### config.mk
export PLATFORM = sky130hd
export DESIGN_NAME = control_fsm_flat
export DESIGN_NICKNAME = d
export VERILOG_FILES = /design/src/rtl/control_fsm_pkg.sv /design/src/rtl/control_fsm_if.sv /design/src/rtl/control_fsm_instr_class_decode.sv /design/src/rtl/control_fsm.sv /design/src/flat_wrapper.sv
export SDC_FILE = /design/constraint.sdc
export NUM_CORES = 1
export LEC_CHECK = 0
export CORE_ASPECT_RATIO = 0.75
export CORE_UTILIZATION = 35
export CTS_BUF_LIST = sky130_fd_sc_hd__clkbuf_4
export DETAILED_ROUTE_END_ITERATION = 7
export PLACE_DENSITY_LB_ADDON = 0.25
export SYNTH_ARGS = -nofsm -noshare
export SYNTH_HDL_FRONTEND = slang
export SYNTH_HIERARCHICAL = 1
export SYNTH_SLANG_ARGS = --single-unit
### constraint.sdc
create_clock -name clk -period 4.19 [get_ports clk]
set_clock_uncertainty 0.2 [all_clocks]
set_input_delay 0.419 -clock clk [delete_from_list [all_inputs] [get_ports clk]]
set_output_delay 0.419 -clock clk [all_outputs]
set_load 0.02 [all_outputs]
### src/rtl/control_fsm_pkg.sv
// cpu_defs: opcode, state, BranchOp/StackOp and reg_wsel encodings shared by the sequencer and the PC-control unit.
// Rev 1.0
`default_nettype none

package cpu_defs;

    localparam logic [5:0] OP_ALUR = 6'h00;
    localparam logic [5:0] OP_ALUI = 6'h01;
    localparam logic [5:0] OP_LD   = 6'h02;
    localparam logic [5:0] OP_ST   = 6'h03;
    localparam logic [5:0] OP_BR   = 6'h04;
    localparam logic [5:0] OP_BPL  = 6'h05;
    localparam logic [5:0] OP_BMI  = 6'h06;
    localparam logic [5:0] OP_BZ   = 6'h07;
    localparam logic [5:0] OP_PUSH = 6'h08;
    localparam logic [5:0] OP_POP  = 6'h09;
    localparam logic [5:0] OP_CALL = 6'h0A;
    localparam logic [5:0] OP_RET  = 6'h0B;
    localparam logic [5:0] OP_MOVE = 6'h0C;
    localparam logic [5:0] OP_HALT = 6'h0D;
    localparam logic [5:0] OP_NOP  = 6'h0E;

    localparam logic [2:0] BR_NONE = 3'b000;
    localparam logic [2:0] BR_BR   = 3'b001;
    localparam logic [2:0] BR_BPL  = 3'b010;
    localparam logic [2:0] BR_BMI  = 3'b011;
    localparam logic [2:0] BR_BZ   = 3'b100;

    localparam logic [2:0] SK_NONE = 3'b000;
    localparam logic [2:0] SK_PUSH = 3'b001;
    localparam logic [2:0] SK_POP  = 3'b010;
    localparam logic [2:0] SK_CALL = 3'b011;
    localparam logic [2:0] SK_RET  = 3'b100;

    localparam logic [1:0] WSEL_ALU  = 2'b00;
    localparam logic [1:0] WSEL_LMD  = 2'b01;
    localparam logic [1:0] WSEL_MOVE = 2'b10;

    typedef enum logic [2:0] {
        ST_FETCH  = 3'd0,
        ST_DECODE = 3'd1,
        ST_EXEC   = 3'd2,
        ST_MEM    = 3'd3,
        ST_WB     = 3'd4,
        ST_HALT   = 3'd5
    } state_t;

    // Where an instruction goes after EXEC.
    typedef enum logic [1:0] {
        CLS_RETIRE = 2'd0,
        CLS_WB     = 2'd1,
        CLS_MEM    = 2'd2,
        CLS_HALT   = 2'd3
    } iclass_t;

    typedef struct packed {
        logic [2:0] branch_op;
        logic [2:0] stack_op;
        iclass_t    cls;
        logic       alu_src_imm;
        logic       mem_rd;
        logic       mem_wr;
        logic       sp_we;
        logic       sp_dir;
        logic       mem_to_wb;
        logic [1:0] wsel;
        logic       illegal;
    } ctl_t;

endpackage

`default_nettype wire

### src/rtl/control_fsm_if.sv
// control_fsm_if: memory handshakes and datapath control bundle driven by the sequencer.
// Rev 1.0
`default_nettype none

interface control_fsm_if #(
    parameter int ALUOP_W = 4
) ();
    logic [31:0]        instr;
    logic               imem_ready;
    logic               dmem_ready;
    logic               imem_req;
    logic               ir_load;
    logic [2:0]         BranchOp;
    logic [2:0]         StackOp;
    logic               pc_en;
    logic [ALUOP_W-1:0] alu_op;
    logic               alu_src_imm;
    logic               dmem_req;
    logic               mem_rd;
    logic               mem_wr;
    logic               sp_we;
    logic               sp_dir;
    logic               reg_we;
    logic [1:0]         reg_wsel;
    logic               halted;
    logic               illegal;
    logic [2:0]         state;

    modport master (
        input  instr, imem_ready, dmem_ready,
        output imem_req, ir_load, BranchOp, StackOp, pc_en, alu_op, alu_src_imm,
               dmem_req, mem_rd, mem_wr, sp_we, sp_dir, reg_we, reg_wsel,
               halted, illegal, state
    );

    modport slave (
        output instr, imem_ready, dmem_ready,
        input  imem_req, ir_load, BranchOp, StackOp, pc_en, alu_op, alu_src_imm,
               dmem_req, mem_rd, mem_wr, sp_we, sp_dir, reg_we, reg_wsel,
               halted, illegal, state
    );
endinterface

`default_nettype wire

### src/rtl/control_fsm_instr_class_decode.sv
// instr_class_decode: combinational opcode -> control class, BranchOp/StackOp, alu_op and illegal flag.
// Rev 1.0
`default_nettype none

module instr_class_decode
    import cpu_defs::*;
#(
    parameter int OPCODE_W = 6,
    parameter int ALUOP_W  = 4
) (
    input  logic [OPCODE_W-1:0] opcode,
    input  logic [ALUOP_W-1:0]  func,
    output ctl_t                ctl,
    output logic [ALUOP_W-1:0]  alu_op
);
    logic [5:0] op6;
    assign op6 = 6'(opcode);

    always_comb begin
        ctl    = '0;
        alu_op = ALUOP_W'(op6);
        case (op6)
            OP_ALUR: begin ctl.cls = CLS_WB; alu_op = func; end
            OP_ALUI: begin ctl.cls = CLS_WB; ctl.alu_src_imm = 1'b1; end
            OP_LD: begin
                ctl.cls = CLS_MEM; ctl.alu_src_imm = 1'b1; ctl.mem_rd = 1'b1;
                ctl.mem_to_wb = 1'b1; ctl.wsel = WSEL_LMD;
            end
            OP_ST:  begin ctl.cls = CLS_MEM; ctl.alu_src_imm = 1'b1; ctl.mem_wr = 1'b1; end
            OP_BR:  begin ctl.branch_op = BR_BR;  ctl.alu_src_imm = 1'b1; end
            OP_BPL: begin ctl.branch_op = BR_BPL; ctl.alu_src_imm = 1'b1; end
            OP_BMI: begin ctl.branch_op = BR_BMI; ctl.alu_src_imm = 1'b1; end
            OP_BZ:  begin ctl.branch_op = BR_BZ;  ctl.alu_src_imm = 1'b1; end
            OP_PUSH: begin
                ctl.cls = CLS_MEM; ctl.stack_op = SK_PUSH; ctl.mem_wr = 1'b1; ctl.sp_we = 1'b1;
            end
            OP_POP: begin
                ctl.cls = CLS_MEM; ctl.stack_op = SK_POP; ctl.mem_rd = 1'b1; ctl.sp_we = 1'b1;
                ctl.sp_dir = 1'b1; ctl.mem_to_wb = 1'b1; ctl.wsel = WSEL_LMD;
            end
            OP_CALL: begin
                ctl.cls = CLS_MEM; ctl.stack_op = SK_CALL; ctl.alu_src_imm = 1'b1;
                ctl.mem_wr = 1'b1; ctl.sp_we = 1'b1;
            end
            OP_RET: begin
                ctl.cls = CLS_MEM; ctl.stack_op = SK_RET; ctl.mem_rd = 1'b1;
                ctl.sp_we = 1'b1; ctl.sp_dir = 1'b1;
            end
            OP_MOVE: begin ctl.cls = CLS_WB; ctl.wsel = WSEL_MOVE; end
            OP_HALT: ctl.cls = CLS_HALT;
            OP_NOP:  ctl.cls = CLS_RETIRE;
            default: ctl.illegal = 1'b1;  // undefined opcodes retire as NOP
        endcase
    end
endmodule

`default_nettype wire

### src/rtl/control_fsm.sv
// control_fsm: multi-cycle FETCH/DECODE/EXEC/MEM/WB/HALT sequencer driving PC-update and datapath controls.
// Rev 1.0
`default_nettype none

module control_fsm
    import cpu_defs::*;
#(
    parameter int OPCODE_W = 6,
    parameter int ALUOP_W  = 4
) (
    input  logic          clk,
    input  logic          rst,
    control_fsm_if.master bus
);
    state_t              state_q, state_d;
    ctl_t                ctl_q, dec_ctl;
    logic [ALUOP_W-1:0]  alu_q, dec_alu;
    logic                load;
    logic                unused_instr_bits;

    assign unused_instr_bits = ^bus.instr[31-OPCODE_W:ALUOP_W];

    instr_class_decode #(.OPCODE_W(OPCODE_W), .ALUOP_W(ALUOP_W)) u_decode (
        .opcode (bus.instr[31 -: OPCODE_W]),
        .func   (bus.instr[ALUOP_W-1:0]),
        .ctl    (dec_ctl),
        .alu_op (dec_alu)
    );

    assign load = (state_q == ST_FETCH) && bus.imem_ready;

    // Decode is captured on the IR-load edge so BranchOp/StackOp/alu_op are already valid in DECODE.
    always_ff @(posedge clk) begin
        if (rst) begin
            state_q <= ST_FETCH;
            ctl_q   <= '0;
            alu_q   <= '0;
        end else begin
            state_q <= state_d;
            if (load) begin
                ctl_q <= dec_ctl;
                alu_q <= dec_alu;
            end
        end
    end

    always_comb begin
        state_d         = ST_FETCH;
        bus.imem_req    = 1'b0;
        bus.ir_load     = 1'b0;
        bus.BranchOp    = BR_NONE;
        bus.StackOp     = SK_NONE;
        bus.pc_en       = 1'b0;
        bus.alu_op      = '0;
        bus.alu_src_imm = 1'b0;
        bus.dmem_req    = 1'b0;
        bus.mem_rd      = 1'b0;
        bus.mem_wr      = 1'b0;
        bus.sp_we       = 1'b0;
        bus.sp_dir      = 1'b0;
        bus.reg_we      = 1'b0;
        bus.reg_wsel    = WSEL_ALU;
        bus.halted      = 1'b0;
        bus.illegal     = 1'b0;
        bus.state       = ST_FETCH;
        // Reset masks every output and any in-flight completion in the same cycle.
        if (!rst) begin
            state_d   = state_q;
            bus.state = state_q;
            if (state_q inside {ST_DECODE, ST_EXEC, ST_MEM, ST_WB}) begin
                bus.BranchOp = ctl_q.branch_op;
                bus.StackOp  = ctl_q.stack_op;
                bus.alu_op   = alu_q;
            end
            case (state_q)
                ST_FETCH: begin
                    bus.imem_req = 1'b1;
                    if (bus.imem_ready) begin
                        bus.ir_load = 1'b1;
                        state_d     = ST_DECODE;
                    end
                end
                ST_DECODE: state_d = ST_EXEC;
                ST_EXEC: begin
                    bus.alu_src_imm = ctl_q.alu_src_imm;
                    case (ctl_q.cls)
                        CLS_WB:   state_d = ST_WB;
                        CLS_MEM:  state_d = ST_MEM;
                        CLS_HALT: state_d = ST_HALT;
                        default: begin
                            bus.pc_en   = 1'b1;
                            bus.illegal = ctl_q.illegal;
                            state_d     = ST_FETCH;
                        end
                    endcase
                end
                ST_MEM: begin
                    bus.dmem_req = 1'b1;
                    bus.mem_rd   = ctl_q.mem_rd;
                    bus.mem_wr   = ctl_q.mem_wr;
                    if (bus.dmem_ready) begin
                        bus.sp_we  = ctl_q.sp_we;
                        bus.sp_dir = ctl_q.sp_we & ctl_q.sp_dir;
                        if (ctl_q.mem_to_wb) begin
                            state_d = ST_WB;
                        end else begin
                            bus.pc_en = 1'b1;
                            state_d   = ST_FETCH;
                        end
                    end
                end
                ST_WB: begin
                    bus.reg_we   = 1'b1;
                    bus.reg_wsel = ctl_q.wsel;
                    bus.pc_en    = 1'b1;
                    state_d      = ST_FETCH;
                end
                ST_HALT: begin
                    bus.halted = 1'b1;
                    state_d    = ST_HALT;
                end
                default: state_d = ST_FETCH;
            endcase
        end
    end
endmodule

`default_nettype wire

### src/flat_wrapper.sv
// flat-port wrapper written by rule: the top's interface ports become plain ports
module control_fsm_flat import cpu_defs::*;
#(
    parameter int OPCODE_W = 6,
    parameter int ALUOP_W  = 4
)
  (clk, rst, bus_instr, bus_imem_ready, bus_dmem_ready, bus_imem_req, bus_ir_load, bus_BranchOp, bus_StackOp, bus_pc_en, bus_alu_op, bus_alu_src_imm, bus_dmem_req, bus_mem_rd, bus_mem_wr, bus_sp_we, bus_sp_dir, bus_reg_we, bus_reg_wsel, bus_halted, bus_illegal, bus_state);
  control_fsm_if #(.ALUOP_W(ALUOP_W)) bus_i ();
  input  logic clk;
  input  logic rst;
  input wire logic [$bits(bus_i.instr)-1:0] bus_instr;
  input wire logic [$bits(bus_i.imem_ready)-1:0] bus_imem_ready;
  input wire logic [$bits(bus_i.dmem_ready)-1:0] bus_dmem_ready;
  output wire logic [$bits(bus_i.imem_req)-1:0] bus_imem_req;
  output wire logic [$bits(bus_i.ir_load)-1:0] bus_ir_load;
  output wire logic [$bits(bus_i.BranchOp)-1:0] bus_BranchOp;
  output wire logic [$bits(bus_i.StackOp)-1:0] bus_StackOp;
  output wire logic [$bits(bus_i.pc_en)-1:0] bus_pc_en;
  output wire logic [$bits(bus_i.alu_op)-1:0] bus_alu_op;
  output wire logic [$bits(bus_i.alu_src_imm)-1:0] bus_alu_src_imm;
  output wire logic [$bits(bus_i.dmem_req)-1:0] bus_dmem_req;
  output wire logic [$bits(bus_i.mem_rd)-1:0] bus_mem_rd;
  output wire logic [$bits(bus_i.mem_wr)-1:0] bus_mem_wr;
  output wire logic [$bits(bus_i.sp_we)-1:0] bus_sp_we;
  output wire logic [$bits(bus_i.sp_dir)-1:0] bus_sp_dir;
  output wire logic [$bits(bus_i.reg_we)-1:0] bus_reg_we;
  output wire logic [$bits(bus_i.reg_wsel)-1:0] bus_reg_wsel;
  output wire logic [$bits(bus_i.halted)-1:0] bus_halted;
  output wire logic [$bits(bus_i.illegal)-1:0] bus_illegal;
  output wire logic [$bits(bus_i.state)-1:0] bus_state;
  assign bus_i.instr = bus_instr;
  assign bus_i.imem_ready = bus_imem_ready;
  assign bus_i.dmem_ready = bus_dmem_ready;
  assign bus_imem_req = bus_i.imem_req;
  assign bus_ir_load = bus_i.ir_load;
  assign bus_BranchOp = bus_i.BranchOp;
  assign bus_StackOp = bus_i.StackOp;
  assign bus_pc_en = bus_i.pc_en;
  assign bus_alu_op = bus_i.alu_op;
  assign bus_alu_src_imm = bus_i.alu_src_imm;
  assign bus_dmem_req = bus_i.dmem_req;
  assign bus_mem_rd = bus_i.mem_rd;
  assign bus_mem_wr = bus_i.mem_wr;
  assign bus_sp_we = bus_i.sp_we;
  assign bus_sp_dir = bus_i.sp_dir;
  assign bus_reg_we = bus_i.reg_we;
  assign bus_reg_wsel = bus_i.reg_wsel;
  assign bus_halted = bus_i.halted;
  assign bus_illegal = bus_i.illegal;
  assign bus_state = bus_i.state;
  control_fsm #(.OPCODE_W(OPCODE_W), .ALUOP_W(ALUOP_W)) u_core (.clk(clk), .rst(rst), .bus(bus_i));
endmodule
======== Word level (Yosys, flattened, before mapping) ========
Cells that the tools add are included.
word-level totals
  bits of input ports ..................... 36
  register bits ........................... 24
operators by class
  bitwise gates (word level) .............. 1
  eq/ne operators ......................... 24
  reduce and logical (&&, ||, !) cells .... 15
  muxes and demuxes ....................... 57
operators with widths
  kind                                            count
  == test 6 x 4 -> 1 bit (second input constant)  7
  two-way mux 1 bit                               37
  == test 6 x 3 -> 1 bit (second input constant)  4
  two-way mux 3 bit                               8
  case mux 3 bit (4 select lines)                 2
  case mux 3 bit (5 select lines)                 1
  OR reduction 15 bit                             1
  == test 6 x 2 -> 1 bit (second input constant)  2
  two-way mux 4 bit                               3
  OR reduction 3 bit                              4
  case mux 3 bit (3 select lines)                 1
  OR reduction 8 bit                              1
  == test 3 x 2 -> 1 bit (second input constant)  2
  == test 3 bit (second input constant)           2
  == test 6 x 1 -> 1 bit (second input constant)  1
  zero test 6 bit                                 1
  case mux 2 bit (3 select lines)                 1
  OR reduction 6 bit                              1
  == test 2 bit (second input constant)           2
  two-way mux 2 bit                               2
  != test 2 bit (second input constant)           2
  case mux 2 bit (2 select lines)                 1
  nonzero test 4 bit                              1
  OR reduction 2 bit                              2
  8 further kinds                                 8

======== Longest topological paths before layout ========
Gate-level depths: netlist (run 1).
  depth in word-level cells ............... 5
  mapped depth ............................ 6
  gate-level depth less buffers ........... 4

======== Modules after synthesis ========
The synthesis (run 1) kept the hierarchy.
modules (own cells, without submodules)
  module              times used  area an instance (um2)  seq. area each (um2)  cells each
  control_fsm         1           1177.4                  480.5                 151
  instr_class_decode  1           292.8                   0.0                   46

======== Worst setup path after synthesis (run 1) ========
No wires, ideal clock.
  path kind ............................... register -> output
  from .................................... reg u_core.state_q[2]
  to ...................................... out bus_reg_wsel[0]
  required time ........................... 3571 ps
  path slack .............................. 1808 ps
  stages on the path, launching flop included .. 4
  arrival ................................. 1763 ps
  cell sequence ........................... dfxtp_1 > nor2b_1 > nor3b_1 > and2_1
on the way
  word-level cells in the longest chain between the ends .. 3
ends and longest elaborated chain
  what                    line                text
  start, declared         control_fsm.sv:15   state_t state_q, state_d;
  start signal, assigned  control_fsm.sv:39   state_q <= state_d;
  == test 3 bit           control_fsm.sv:75   case (state_q)
  two-way mux 2 bit       control_fsm.sv:75
  two-way mux 2 bit       control_fsm.sv:67   if (!rst) begin
  end, declared           flat_wrapper.sv:27  output wire logic [$bits(bus_i.reg_wsel)-1:0] bus_reg_wsel;
No other way between the ends.

======== Worst setup path in the final report (run 1) ========
  from .................................... in rst
  to ...................................... out bus_alu_op[0]
on the way
  word-level cells in the longest chain between the ends .. 1
ends and longest elaborated chain
  what               line                text
  start, declared    flat_wrapper.sv:10  input logic rst;
  two-way mux 4 bit  control_fsm.sv:67
  end, declared      flat_wrapper.sv:19  output wire logic [$bits(bus_i.alu_op)-1:0] bus_alu_op;
No other way between the ends.

==> impl_metrics.py, run 1 <==
metrics = {
    "clock_network": {
        "worst_setup_hold_path_clk_slew_ns": 0.13,
        "cts_buffers": 3,
        "cts.hold.buffers_added": 0,
        "root_buffer": "sky130_fd_sc_hd__clkbuf_4",
        "resize_count_post_cts": 0,
        "cts_tree": "built",
        "maximum_number_of_buffers_from_clock_root_to_sink": 2,
        "clock_tree.htree_level_count": 1,
        "worst_skew_pair.late_latency_ns": 0.32,
        "post-cts-setup-buffer-count": 0,
        "numClockSinks": 24,
    },
    "finish": {
        "nets": 263,
        "most-common-layout-cells": "sky130_fd_sc_hd__nand2_1 (47), sky130_fd_sc_hd__clkdlybuf4s50_1 (40), sky130_fd_sc_hd__a21oi_1 (26)",
        "final_util_pct": 46.43,
        "final_design_area_no_fill_um2": 1871,
        "layout_overhead_on_the_synthesized_area_pct": 27.23,
        "ff_latch_area_um2": 480.5,
        "layout.cells.non_filler": 281,
        "n_antenna_cell": 0,
        "layout.filler_cells": 442,
        "mostFrequentLayoutCell": "sky130_fd_sc_hd__nand2_1",
        "multi_input_gate_area_in_the_final_layout_um2": 872.1,
        "final_layout_size_suffix_gt1_share_pct": 7.080,
    },
    "floorplan": {
        "num_io_pins": 63,
        "fp-row-count": 20,
        "die_y_um": 58.13,
        "start_util_pct": 36.49,
        "die_area_um2": 4466,
        "fp.dieW_um": 76.84,
        "core_area_um2": 4029,
    },
    "timing": {
        "finalWorstPathRequiredPeriod_ns": 3.261,
        "transition_time_of_the_tightest_slew_check_pin_ns": 0.6892,
        "timing.slew.headroom_pct": 53.91,
        "max_freq_ghz": 0.3066,
        "fin_tns_setup_ns": 0,
        "final_worst_path_cycle_share_pct": 77.83,
        "final_setup_vio_count": 0,
        "postLayoutSetupSlackWorst_ns": 0.9288,
        "holdWs_ns": 0.2580,
        "maxSlewViolCount": 0,
        "final-hold-violation-count": 0,
        "grt_setup_unrepaired": "false",
    },
    "synth": {
        "number_of_synthesized_register_bits": 24,
        "synth_xor_area_share_pct": 1.191,
        "synth_top_cells_by_area": "sky130_fd_sc_hd__dfxtp_1 (33%), sky130_fd_sc_hd__nand2_1 (12%), sky130_fd_sc_hd__a21oi_1 (8.9%), sky130_fd_sc_hd__and2_1 (6.4%), sky130_fd_sc_hd__buf_6 (3.1%)",
        "netlist.area_leader.share_pct": 32.68,
        "cell_count_after_synthesis": 197,
        "async_flop_share_pct": 0,
        "seq_area_frac_synth_pct": 32.68,
        "number_of_enable_type_register_cells_in_the_synthesized_netlist": 0,
        "post_synth_adder_cell_area_pct": 0,
        "post_synthesis_cell_area_um2": 1470,
        "synth-warning-count": 6,
        "synth.distinct_cells": 41,
        "post_synth.cell_area_avg_um2": 7.463,
        "synth_largest_area_cell": "sky130_fd_sc_hd__dfxtp_1",
        "dominant_combinational_cell_family_by_area_after_synthesis": "simple AND/OR/NAND/NOR gates",
        "mux_share_of_post_synthesis_cell_area_pct": 0.7660,
        "synth-simple-area-share_pct": 40.51,
        "synth_area_in_compound_gates_pct": 16.85,
        "synth_ff_type": "sky130_fd_sc_hd__dfxtp_1",
        "synth_nets": 233,
    },
    "grt": {
        "globalRouteTotalUtil_pct": 15.46,
        "globalRoute.totalOverflow": 0,
        "wire_length_of_the_first_global_routing_pass_um": 5513,
        "first_global_vias": 1116,
        "grt_start_max_net_pins": 23,
        "grt_antenna_before_repair": 0,
    },
    "setup_path": {
        "worst-path-max-fanout": 18,
        "setup.worst_path.class": "in2out",
        "endpoint_kind": "output port",
        "reg2reg_depth": 3,
        "timing.critical_path.from_type": "input pin",
        "worst_ep_arrival_time_ns": 2.64,
        "required_ns": 3.57,
    },
    "place": {
        "place.detailed.instances": 277,
        "post-dp-hpwl_um": 2458,
        "gp_routability_congestion": 0.8263,
        "port-buffer-count": 40,
        "dpl_cell_area_um2": 1844,
        "pre_cts_slack_ns": 0.8779,
    },
    "hold_path": {
        "min_path_type": "reg2reg",
        "hold-path-cell-count": 2,
    },
    "run": {
        "drv.max_cap_violation_count": 0,
    },
    "detailed_routing": {
        "dr_total_vias": 1420,
        "routed_wire_length_per_instance_um": 12.46,
        "detailedRoute.firstIterationViolations": 74,
        "finalWirelength_um": 3500,
        "detail_route.drc_violations": 0,
        "antenna_left": 0,
        "average_vias_per_placed_instance": 5.053,
        "drtPass1Iterations": 4,
    },
    "run_status": {
        "status": "complete, no violations",
    },
    "power": {
        "leakagePower_nw": 0.6409,
        "power-per-cell-area_nw_per_um2": 230.6,
        "vdd_ir_max_uv": 132.0,
        "fin_total_pwr_mw": 0.4313,
    },
}
[where the power goes]
group	switching (mW)	internal [mW]	total [mW]	leakage [nW]
Sequential	0.00736	0.234	0.242	0.195
Clock	0.0707	0.0349	0.106	0.0154
Combinational	0.0477	0.0363	0.0839	0.431
[final timing paths]
check / startpoint / to / slack [ns]
min reg2reg: u_core/alu_q[1] / u_core/alu_q[1] / 0.26
max: rst / bus_alu_op[0] / 0.93
max reg2reg: u_core/state_q[0] / u_core/ctl_q[15] / 2.38
min: u_core/alu_q[1] / u_core/alu_q[1] / 0.26
[area by class of cell]
class / count / share of cell area [%]
Tap cell: 55 / 3.679
Timing Repair Buffer: 42 / 22.21
Clock inverter: 1 / 0.2007
Sequential cell: 24 / 25.69
Clock buffer: 3 / 1.204
Inverter: 2 / 0.4013
Multi-Input combinational cell: 154 / 46.62
[cell usage after synthesis, types with 2 or more instances]
cell type,n
sky130_fd_sc_hd__and4_1,2
sky130_fd_sc_hd__nor3_1,7
sky130_fd_sc_hd__dfxtp_1,24
sky130_fd_sc_hd__nor3b_1,2
sky130_fd_sc_hd__a31o_2,4
sky130_fd_sc_hd__buf_6,4
sky130_fd_sc_hd__and2_1,15
sky130_fd_sc_hd__nand2b_1,2
sky130_fd_sc_hd__o21ai_0,3
sky130_fd_sc_hd__a32oi_1,2
sky130_fd_sc_hd__nor2_1,12
sky130_fd_sc_hd__buf_2,7
sky130_fd_sc_hd__nor2b_1,4
sky130_fd_sc_hd__or4b_4,2
sky130_fd_sc_hd__nand3b_1,2
sky130_fd_sc_hd__nor3_2,2
sky130_fd_sc_hd__a21oi_1,26
sky130_fd_sc_hd__nand2_1,47
sky130_fd_sc_hd__and3_1,2
sky130_fd_sc_hd__inv_1,2
sky130_fd_sc_hd__or3b_1,2
sky130_fd_sc_hd__clkbuf_1,3
sky130_fd_sc_hd__nor4_1,2
sky130_fd_sc_hd__buf_4,2
[flip-flops by register name, summed over array words and instances (netlist names)]
name / count
u_core/state_q: 3
u_core/ctl_q: 17
u_core/alu_q: 4
[routing by layer]
layer | part of all wire [%] | GRT usage [%]
met5 | 0 | 0
met2 | 39 | 20.92
met4 | 0.83 | 3.297
met1 | 53 | 23.92
met3 | 6.3 | 3.937
[logic make-up (layout without fill, tap and decap cells)]
family	after synthesis	after routing
DFF	24	24
AOI/OAI and AO/OA	41	41
xor gates and xnor gates	2	2
muxes	1	1
and+or+nand+nor	110	110
buffers and inverters	19	48
[critical path, cell delays in order]
cell,delay (ns)
sky130_fd_sc_hd__clkdlybuf4s50_1,0.76
sky130_fd_sc_hd__nor3_2,0.64
sky130_fd_sc_hd__and2_1,0.22
sky130_fd_sc_hd__clkdlybuf4s50_1,0.60
Note: power is estimated with default switching activity, not from simulation.
==> run 2: changes to the inputs <==
Clock period 4.19 ns to 3.05 ns, I/O delays scaled along.
==> impl_metrics.py, run 2 (same netlist as run 1, synthesis figures left out) <==
metrics = {
    "timing": {
        "grt_setup_unrepaired": "false",
        "final_worst_path_cycle_share_pct": 92.78,
        "final_setup_vio_count": 0,
        "timing.slew.headroom_pct": 62.99,
        "postLayoutSetupSlackWorst_ns": 0.2201,
        "fin_tns_setup_ns": 0,
        "final-hold-violation-count": 0,
        "maxSlewViolCount": 0,
        "transition_time_of_the_tightest_slew_check_pin_ns": 0.5545,
        "finalWorstPathRequiredPeriod_ns": 2.830,
        "max_freq_ghz": 0.3534,
    },
    "setup_path": {
        "regToRegEndpoint": "u_core/ctl_q[0]",
        "endpoint_kind": "output port",
        "regToRegStartpoint": "u_core/state_q[0]",
        "crit_path_end": "bus_sp_dir",
        "timing.critical_path.slowest_stage_cell": "sky130_fd_sc_hd__dfxtp_1",
        "setup.worst_path.class": "reg2out",
        "critPathLaunch": "u_core/state_q[0]",
        "required_ns": 2.54,
        "crit_path_cell_trace": "and4bb_2, and3_1, and2_1, clkdlybuf4s50_1",
        "worst-path-max-fanout": 18,
        "timing.critical_path.from_type": "register",
        "reg2reg_depth": 4,
        "cp_slowest_stage_delay_ns": 0.70,
        "worst_ep_arrival_time_ns": 2.32,
        "rrSetupSlack_ns": 1.24,
    },
    "finish": {
        "final_util_pct": 47.02,
        "mostFrequentLayoutCell": "sky130_fd_sc_hd__nand2_1",
        "max_flop_register": "u_core/ctl_q",
        "largestRegisters": "u_core/ctl_q x17, u_core/alu_q x4, u_core/state_q x3",
        "layout_overhead_on_the_synthesized_area_pct": 28.85,
        "nets": 266,
        "most-common-layout-cells": "sky130_fd_sc_hd__nand2_1 (47), sky130_fd_sc_hd__clkdlybuf4s50_1 (40), sky130_fd_sc_hd__a21oi_1 (26)",
        "layout.filler_cells": 423,
        "n_antenna_cell": 0,
        "largest_reg_flops": 17,
        "final_layout_size_suffix_gt1_share_pct": 8.734,
    },
    "detailed_routing": {
        "antenna_left": 0,
        "routed_wire_length_per_instance_um": 12.17,
        "detail_route.drc_violations": 0,
        "average_vias_per_placed_instance": 5.018,
        "drtPass1Iterations": 5,
        "detailedRoute.firstIterationViolations": 96,
        "dr_total_vias": 1425,
        "finalWirelength_um": 3455,
    },
    "floorplan": {
        "die_y_um": 58.13,
        "core_area_um2": 4029,
        "die_area_um2": 4466,
        "num_io_pins": 63,
        "start_util_pct": 36.49,
        "fp-row-count": 20,
        "fp.dieW_um": 76.84,
    },
    "power": {
        "power-per-cell-area_nw_per_um2": 316.0,
        "vdd_ir_max_uv": 134.7,
        "leakagePower_nw": 0.6561,
    },
    "grt": {
        "wire_length_of_the_first_global_routing_pass_um": 5720,
        "grt_start_max_net_pins": 22,
        "first_global_vias": 1111,
        "globalRoute.totalOverflow": 0,
        "grt_antenna_before_repair": 0,
        "globalRouteTotalUtil_pct": 16.23,
    },
    "clock_network": {
        "root_buffer": "sky130_fd_sc_hd__clkbuf_4",
        "post-cts-setup-buffer-count": 0,
        "clock_tree.htree_level_count": 1,
        "maximum_number_of_buffers_from_clock_root_to_sink": 2,
        "numClockSinks": 24,
        "cts.hold.buffers_added": 0,
        "worst_skew_pair.late_latency_ns": 0.32,
        "cts_tree": "built",
        "resize_count_post_cts": 0,
        "cts_buffers": 3,
        "worst_setup_hold_path_clk_slew_ns": 0.14,
    },
    "place": {
        "post-dp-hpwl_um": 2461,
        "gp_routability_congestion": 0.8184,
        "pre_cts_slack_ns": 0.2625,
        "port-buffer-count": 40,
    },
    "hold_path": {
        "min_path_type": "reg2reg",
    },
    "run_status": {
        "status": "complete, no violations",
    },
    "run": {
        "drv.max_cap_violation_count": 0,
    },
}
-- run 2: per-stage QoR --
stage	instances	area [um2]	hold WS [ns]	power, mW
3_3_place_gp	280	1867	0.2390	0.4562
6_report	284	1894	0.2592	0.5986
3_5_place_dp	280	1867	0.2443	0.4574
2_1_floorplan	197	1470	0.2317	0.4170
4_1_cts	284	1893	0.2626	0.6039
5_1_grt	284	1894	0.2780	0.6304
-- run 2: worst max-delay path: cells and delay by family, from the launching register on --
family | cells | cell delay [ns]
flip-flops | 1 | 0.70
AND/OR/NAND/NOR | 3 | 0.71
buffers and inverters | 1 | 0.59
-- run 2: metal layers --
layer  routed length [um]  part of all wire, %  vias to the layer above  global-route usage [%]
li1                     -                    -                      742                       -
met1                 1869                   54                      644                   27.03
met2                 1392                   40                       37                   19.90
met3                  183                  5.3                        2                   3.465
met4                   10                 0.29                        0                   3.571
met5                    0                    0                        -                       0
-- run 2: where the power goes --
| part | switching [mW] | internal [mW] |
|---|---|---|
| clock network | 0.0998 | 0.0480 |
| registers | 0.0102 | 0.322 |
| logic | 0.0657 | 0.0529 |
| total | 0.176 | 0.423 |
-- run 2: cell type report --
| cell class | instances | area, um2 | share of cell area, % |
|---|---|---|---|
| Clock inverter | 1 | 3.754 | 0.1982 |
| Inverter | 2 | 7.507 | 0.3963 |
| Multi-Input combinational cell | 154 | 872.1 | 46.04 |
| Timing Repair Buffer | 45 | 437.9 | 23.12 |
| Clock buffer | 3 | 22.52 | 1.189 |
| Tap cell | 55 | 68.82 | 3.633 |
| Sequential cell | 24 | 481.7 | 25.43 |
-- run 2: worst min path at each step --
stage	startpoint	to	depth (start not counted)
after detailed placement	u_core/ctl_q[15]	u_core/ctl_q[15]	2
after global routing	u_core/alu_q[0]	u_core/alu_q[0]	2
after global placement	u_core/alu_q[1]	u_core/alu_q[1]	2
after CTS	u_core/ctl_q[15]	u_core/ctl_q[15]	2
final	u_core/alu_q[1]	u_core/alu_q[1]	2
after floorplan	u_core/alu_q[0]	u_core/alu_q[0]	2
